==> config.mk <==
export PLATFORM = sky130hd
export DESIGN_NAME = id_ex_stage
export DESIGN_NICKNAME = d
export VERILOG_FILES = /design/src/rtl/id_ex_stage.sv
export SDC_FILE = /design/constraint.sdc
export NUM_CORES = 1
export LEC_CHECK = 0
export ABC_AREA = 0
export BUFFER_PORTS_ARGS = -buffer_cell sky130_fd_sc_hd__clkbuf_2
export CORE_AREA = 2 2 148 150
export CTS_BUF_LIST = sky130_fd_sc_hd__clkbuf_8
export CTS_CLUSTER_SIZE = 20
export DETAILED_ROUTE_END_ITERATION = 7
export DIE_AREA = 0 0 150 152
export HOLD_SLACK_MARGIN = 0.02
export PLACE_DENSITY = 0.7
export SYNTH_ARGS = -nofsm -noshare
export SYNTH_HDL_FRONTEND = slang
export SYNTH_SLANG_ARGS = --single-unit
==> constraint.sdc <==
create_clock -name clk -period 14.4 [get_ports clk]
set_clock_uncertainty 0.05 [all_clocks]
set_input_delay 2.16 -clock clk [delete_from_list [all_inputs] [get_ports clk]]
set_output_delay 2.16 -clock clk [all_outputs]
set_load 0.02 [all_outputs]
==> src/rtl/id_ex_stage.sv <==
// ID/EX pipeline register with execute-side operand preparation.
// Captures decoded fields with stall/flush control, optionally forwards
// EX/MEM and MEM/WB results, and drives the ALU operands and ALU control.
// Optional feature macro: ID_EX_FWD_EN (defined = result forwarding enabled;
// undefined = operands come straight from the registered read data).
module id_ex_stage #(
  parameter int WIDTH  = 32,
  parameter int REG_AW = 5
) (
  input  logic              clk,
  input  logic              reset,
  input  logic              stall,
  input  logic              flush,
  input  logic              id_valid,
  input  logic [WIDTH-1:0]  id_pc,
  input  logic [WIDTH-1:0]  id_rs1_data,
  input  logic [WIDTH-1:0]  id_rs2_data,
  input  logic [WIDTH-1:0]  id_imm,
  input  logic [REG_AW-1:0] id_rs1,
  input  logic [REG_AW-1:0] id_rs2,
  input  logic [REG_AW-1:0] id_rd,
  input  logic [2:0]        id_funct3,
  input  logic              id_funct7b5,
  input  logic [1:0]        id_alu_op,
  input  logic              id_alu_src_a,
  input  logic              id_alu_src_b,
  input  logic              id_reg_write,
  input  logic              id_mem_write,
  input  logic [1:0]        id_result_src,
  input  logic [REG_AW-1:0] exm_rd,
  input  logic              exm_reg_write,
  input  logic [WIDTH-1:0]  exm_result,
  input  logic [REG_AW-1:0] wb_rd,
  input  logic              wb_reg_write,
  input  logic [WIDTH-1:0]  wb_result,
  output logic [WIDTH-1:0]  alu_a,
  output logic [WIDTH-1:0]  alu_b,
  output logic [2:0]        alu_ctrl,
  output logic [WIDTH-1:0]  ex_store_data,
  output logic              ex_valid,
  output logic [REG_AW-1:0] ex_rd,
  output logic              ex_reg_write,
  output logic              ex_mem_write,
  output logic [1:0]        ex_result_src,
  output logic [WIDTH-1:0]  ex_pc,
  output logic              ex_illegal
);

  localparam logic [2:0] ALU_ADD = 3'b000;
  localparam logic [2:0] ALU_SUB = 3'b001;
  localparam logic [2:0] ALU_AND = 3'b010;
  localparam logic [2:0] ALU_OR  = 3'b011;
  localparam logic [2:0] ALU_SLL = 3'b100;
  localparam logic [2:0] ALU_SRL = 3'b101;
  localparam logic [2:0] ALU_SRA = 3'b110;
  localparam logic [2:0] ALU_XOR = 3'b111;

  typedef struct packed {
    logic              valid;
    logic [WIDTH-1:0]  pc;
    logic [WIDTH-1:0]  rs1_data;
    logic [WIDTH-1:0]  rs2_data;
    logic [WIDTH-1:0]  imm;
    logic [REG_AW-1:0] rs1;
    logic [REG_AW-1:0] rs2;
    logic [REG_AW-1:0] rd;
    logic [2:0]        funct3;
    logic              funct7b5;
    logic [1:0]        alu_op;
    logic              alu_src_a;
    logic              alu_src_b;
    logic              reg_write;
    logic              mem_write;
    logic [1:0]        result_src;
  } id_ex_t;

  id_ex_t ex_reg;
  id_ex_t ex_next;

  logic [WIDTH-1:0] fwd_rs1;
  logic [WIDTH-1:0] fwd_rs2;
  logic [2:0]       ctrl_dec;
  logic             illegal_dec;

  // Gather the decode fields; write enables only count for real instructions
  always_comb begin
    ex_next            = '0;
    ex_next.valid      = id_valid;
    ex_next.pc         = id_pc;
    ex_next.rs1_data   = id_rs1_data;
    ex_next.rs2_data   = id_rs2_data;
    ex_next.imm        = id_imm;
    ex_next.rs1        = id_rs1;
    ex_next.rs2        = id_rs2;
    ex_next.rd         = id_rd;
    ex_next.funct3     = id_funct3;
    ex_next.funct7b5   = id_funct7b5;
    ex_next.alu_op     = id_alu_op;
    ex_next.alu_src_a  = id_alu_src_a;
    ex_next.alu_src_b  = id_alu_src_b;
    ex_next.reg_write  = id_reg_write & id_valid;
    ex_next.mem_write  = id_mem_write & id_valid;
    ex_next.result_src = id_result_src;
  end

  // Pipeline register: flush inserts a zeroed bubble and outranks stall
  always_ff @(posedge clk or posedge reset) begin
    if (reset) begin
      ex_reg <= '0;
    end else if (flush) begin
      ex_reg <= '0;
    end else if (!stall) begin
      ex_reg <= ex_next;
    end
  end

`ifdef ID_EX_FWD_EN
  // rs1 forwarding: EX/MEM beats MEM/WB, x0 never forwarded
  always_comb begin
    fwd_rs1 = ex_reg.rs1_data;
    if (exm_reg_write && (exm_rd != '0) && (exm_rd == ex_reg.rs1)) begin
      fwd_rs1 = exm_result;
    end else if (wb_reg_write && (wb_rd != '0) && (wb_rd == ex_reg.rs1)) begin
      fwd_rs1 = wb_result;
    end
  end

  // rs2 forwarding: same priority as rs1, also feeds store data
  always_comb begin
    fwd_rs2 = ex_reg.rs2_data;
    if (exm_reg_write && (exm_rd != '0) && (exm_rd == ex_reg.rs2)) begin
      fwd_rs2 = exm_result;
    end else if (wb_reg_write && (wb_rd != '0) && (wb_rd == ex_reg.rs2)) begin
      fwd_rs2 = wb_result;
    end
  end
`else
  // Without forwarding, hazards are resolved upstream by stalling
  logic unused_fwd;
  assign unused_fwd = ^{exm_rd, exm_reg_write, exm_result,
                        wb_rd, wb_reg_write, wb_result,
                        ex_reg.rs1, ex_reg.rs2};
  assign fwd_rs1 = ex_reg.rs1_data;
  assign fwd_rs2 = ex_reg.rs2_data;
`endif

  // ALU control decode from the registered instruction fields
  always_comb begin
    ctrl_dec    = ALU_ADD;
    illegal_dec = 1'b0;
    unique case (ex_reg.alu_op)
      2'b00: ctrl_dec = ALU_ADD;
      2'b01: ctrl_dec = ALU_SUB;
      2'b10: begin
        unique case (ex_reg.funct3)
          // Immediate form (src_b = 1) is ADDI, which never subtracts
          3'b000: ctrl_dec = (ex_reg.funct7b5 && !ex_reg.alu_src_b) ? ALU_SUB : ALU_ADD;
          3'b001: ctrl_dec = ALU_SLL;
          3'b101: ctrl_dec = ex_reg.funct7b5 ? ALU_SRA : ALU_SRL;
          3'b100: ctrl_dec = ALU_XOR;
          3'b110: ctrl_dec = ALU_OR;
          3'b111: ctrl_dec = ALU_AND;
          default: begin
            // SLT/SLTU have no ALU support
            ctrl_dec    = ALU_ADD;
            illegal_dec = 1'b1;
          end
        endcase
      end
      default: begin
        ctrl_dec    = ALU_ADD;
        illegal_dec = 1'b1;
      end
    endcase
  end

  assign alu_a         = ex_reg.alu_src_a ? ex_reg.pc  : fwd_rs1;
  assign alu_b         = ex_reg.alu_src_b ? ex_reg.imm : fwd_rs2;
  assign ex_store_data = fwd_rs2;
  assign alu_ctrl      = ctrl_dec;
  assign ex_illegal    = illegal_dec & ex_reg.valid;
  assign ex_valid      = ex_reg.valid;
  assign ex_rd         = ex_reg.rd;
  assign ex_reg_write  = ex_reg.reg_write & ex_reg.valid;
  assign ex_mem_write  = ex_reg.mem_write & ex_reg.valid;
  assign ex_result_src = ex_reg.result_src;
  assign ex_pc         = ex_reg.pc;

endmodule

==> results_dict.tcl <==
set metrics [dict create \
    n_fill_cell 2091 \
    synthFlopType "dfrtp_1" \
    critPathMaxFanout 28 \
    drt_pass1_iterations 4 \
    seq_area_frac_synth_pct 49.1 \
    netlist_area_mm2 0.00744 \
    peakVddDrop_mv 0.0528 \
    layout-drive-gt1-share_pct 46.0 \
    cp.required_ns 12.19 \
    cts_hold_buf 0 \
    setup.worst_path.start "ex_reg[4]$_DFFE_PP0P_" \
    drt_iter0_markers 216 \
    synth_area_per_cell_um2 11.7 \
    min-delay-start "ex_reg[3]$_DFFE_PP0P_" \
    largest_reg_flops 42 \
    power_density_mw_per_mm2 112 \
    antenna_cells 0 \
    arrival_ns 2.02 \
    post_cts_buffers 0 \
    grt_max_degree 97 \
    whs_ns 0.466 \
    dieArea_mm2 0.0228 \
    status "complete, no violations" \
    drv_cap 0 \
    drc_errors 0 \
    end_kind "output port" \
    num_rows 54 \
    syn_nets 876 \
    total_leakage_power_nw 4.94 \
    vias 5060 \
    ant_nets 0 \
    r2r-start "ex_reg[4]$_DFFE_PP0P_" \
    vias_per_cell 4.47 \
    synth_seq_cells 146 \
    crit_slowest_cell "dfrtp_1" \
    finalNetCount 1079 \
    final_max_slew_viol_count 0 \
    synth_area_leaders "dfrtp_1 (49%), mux2i_1 (19%), mux2_2 (9.7%), buf_4 (7.6%), nor2_1 (7.4%)" \
    clock_latency_ns 0.43 \
    io_buffer_count 291 \
    cts_sinks 146 \
    fp.dieH_um 152 \
    place_area_mm2 0.00839 \
    finalCritPeriodShare_pct 29.4 \
    max_clock_freq_mhz 236 \
    clk_pin_slew_worst_paths_ns 0.09 \
    post-synth-top-count-cell "nor2_1" \
    fin_tns_setup_ns 0 \
    dp_hpwl_um 11900 \
    cts-resized-gates 0 \
    overflow 0 \
    wl_per_cell_um 15.3 \
    synth_cell_types 23 \
    rsz0062_at_grt "no" \
    final_util_pct 41.5 \
    tightest_slew_ns 1.00 \
    io_pins 378 \
    cp_slowest_stage_delay_ns 0.56 \
    final_cell_area_mm2 0.00885 \
    synthArstFlopShare_pct 100 \
    layout_setup_ws_ns 10.17 \
    drt-total-wl_um 17400 \
    yosys.area.top_type "dfrtp_1" \
    yosysWarnings 0 \
    hp-class "flip-flop to flip-flop" \
    antenna_found_initial 0 \
    cts_tree "yes" \
    finalHoldViolations 0 \
    dp_slack_ns 9.96 \
    start_util_pct 34.9 \
    cts_buffer_depth 2 \
    synth_edf_count 0 \
    die_w_um 150 \
    htree_levels 4 \
    ys_top_cells_by_count "nor2_1 (147), dfrtp_1 (146), mux2i_1 (144), buf_4 (75), mux2_2 (64)" \
    worstSetupPathType "flip-flop to output port" \
    grt_pass1_wl_um 27100 \
    crit_chain "buf_4 > mux2_2 > clkbuf_2" \
    grt_usage_pct 15.1 \
    slew_headroom_pct 33.1 \
    root_buffer "clkbuf_8" \
    cts_buffers 17 \
    syn_to_final_growth_pct 18.9 \
    core_area_mm2 0.0214 \
    yosysTopAreaCellShare_pct 49.1 \
    setup_viol 0 \
    grt_pass1_vias 5138 \
    final.min_clock_period_ns 4.23 \
    startpoint_type "flip-flop" \
    syn_inst 637 \
    gp_congestion 0.755 \
]
through the flow:
step	cells	power [W]
after global placement	1101	0.000621
after global routing	1133	0.00105
after detailed placement	1101	0.000624
after floorplan	637	0.000584
after CTS	1133	0.00101
final	1133	0.000994
worst paths after layout:
path / end / cells after the start / slack, ns
worst max-delay path: alu_b[18] / 3 / 10.17
worst min-delay path: ex_reg[3]$_DFFE_PP0P_ / 2 / 0.47
worst max register to register: ex_reg[4]$_DFFE_PP0P_ / 3 / 13.02
worst min register to register: ex_reg[3]$_DFFE_PP0P_ / 2 / 0.47
max in group asynchronous: ex_reg[54]$_DFFE_PP0P_ / 3 / 11.09
min in group asynchronous: ex_pc[8]$_DFFE_PP0P_ / 2 / 1.77
cells in the final DEF (no fill, tap or decap), drive strengths merged:
| cell type | Yosys | final |
|---|---|---|
| clkbuf | 12 | 307 |
| inv | 3 | 7 |
| dfrtp | 146 | 146 |
| nor2 | 147 | 147 |
| clkinv | 0 | 4 |
| and3b | 1 | 1 |
| o211ai | 1 | 1 |
| ha | 3 | 3 |
| nor3 | 1 | 1 |
| o21ai | 2 | 2 |
| nand3b | 2 | 2 |
| nor4b | 1 | 1 |
| a21oi | 3 | 3 |
| nand2 | 2 | 2 |
| mux2i | 144 | 144 |
| and2 | 2 | 2 |
| clkinvlp | 0 | 2 |
| bufinv | 0 | 5 |
| nand3 | 1 | 1 |
| mux2 | 64 | 64 |
| buf | 100 | 6 |
| o21a | 1 | 1 |
| a211oi | 1 | 1 |
worst max-delay path: cells and delay by family, from the launching register on:
| family | cells | cell delay [ns] |
|---|---|---|
| multiplexers | 1 | 0.41 |
| flip-flops | 1 | 0.56 |
| buffers and inverters | 2 | 0.61 |
cell type report:
cell class	count	area, um^2	share of cell area (%)
Timing Repair Buffer	296	1510	17.0
Multi-Input combinational cell	376	2860	32.3
Inverter	3	16.3	0.184
Tap cell	280	350	3.96
Clock inverter	15	233	2.63
Sequential cell	146	3650	41.3
Clock buffer	17	234	2.64
kinds of logic after synthesis:
logic type,after synthesis,synth area share [%]
compound gates,8,0.639
fa+ha+maj,3,0.504
flops,146,49.1
buf+inv,115,12.5
mux,208,29.0
simple gates,157,8.25
per-layer routing:
metal  track usage [%]  wire length [um]  share of wire, %
met3              4.95              1400               8.1
met2              25.6              8250                48
met5                 0                 0                 0
met1              18.1              7470                43
met4              4.27               237               1.4
where the power goes:
group	internal (W)	switching (W)
clock	0.000209	0.000172
combinational	0.0000692	0.0000952
sequential	0.000433	0.0000164
Note: power is estimated with default switching activity, not from simulation.
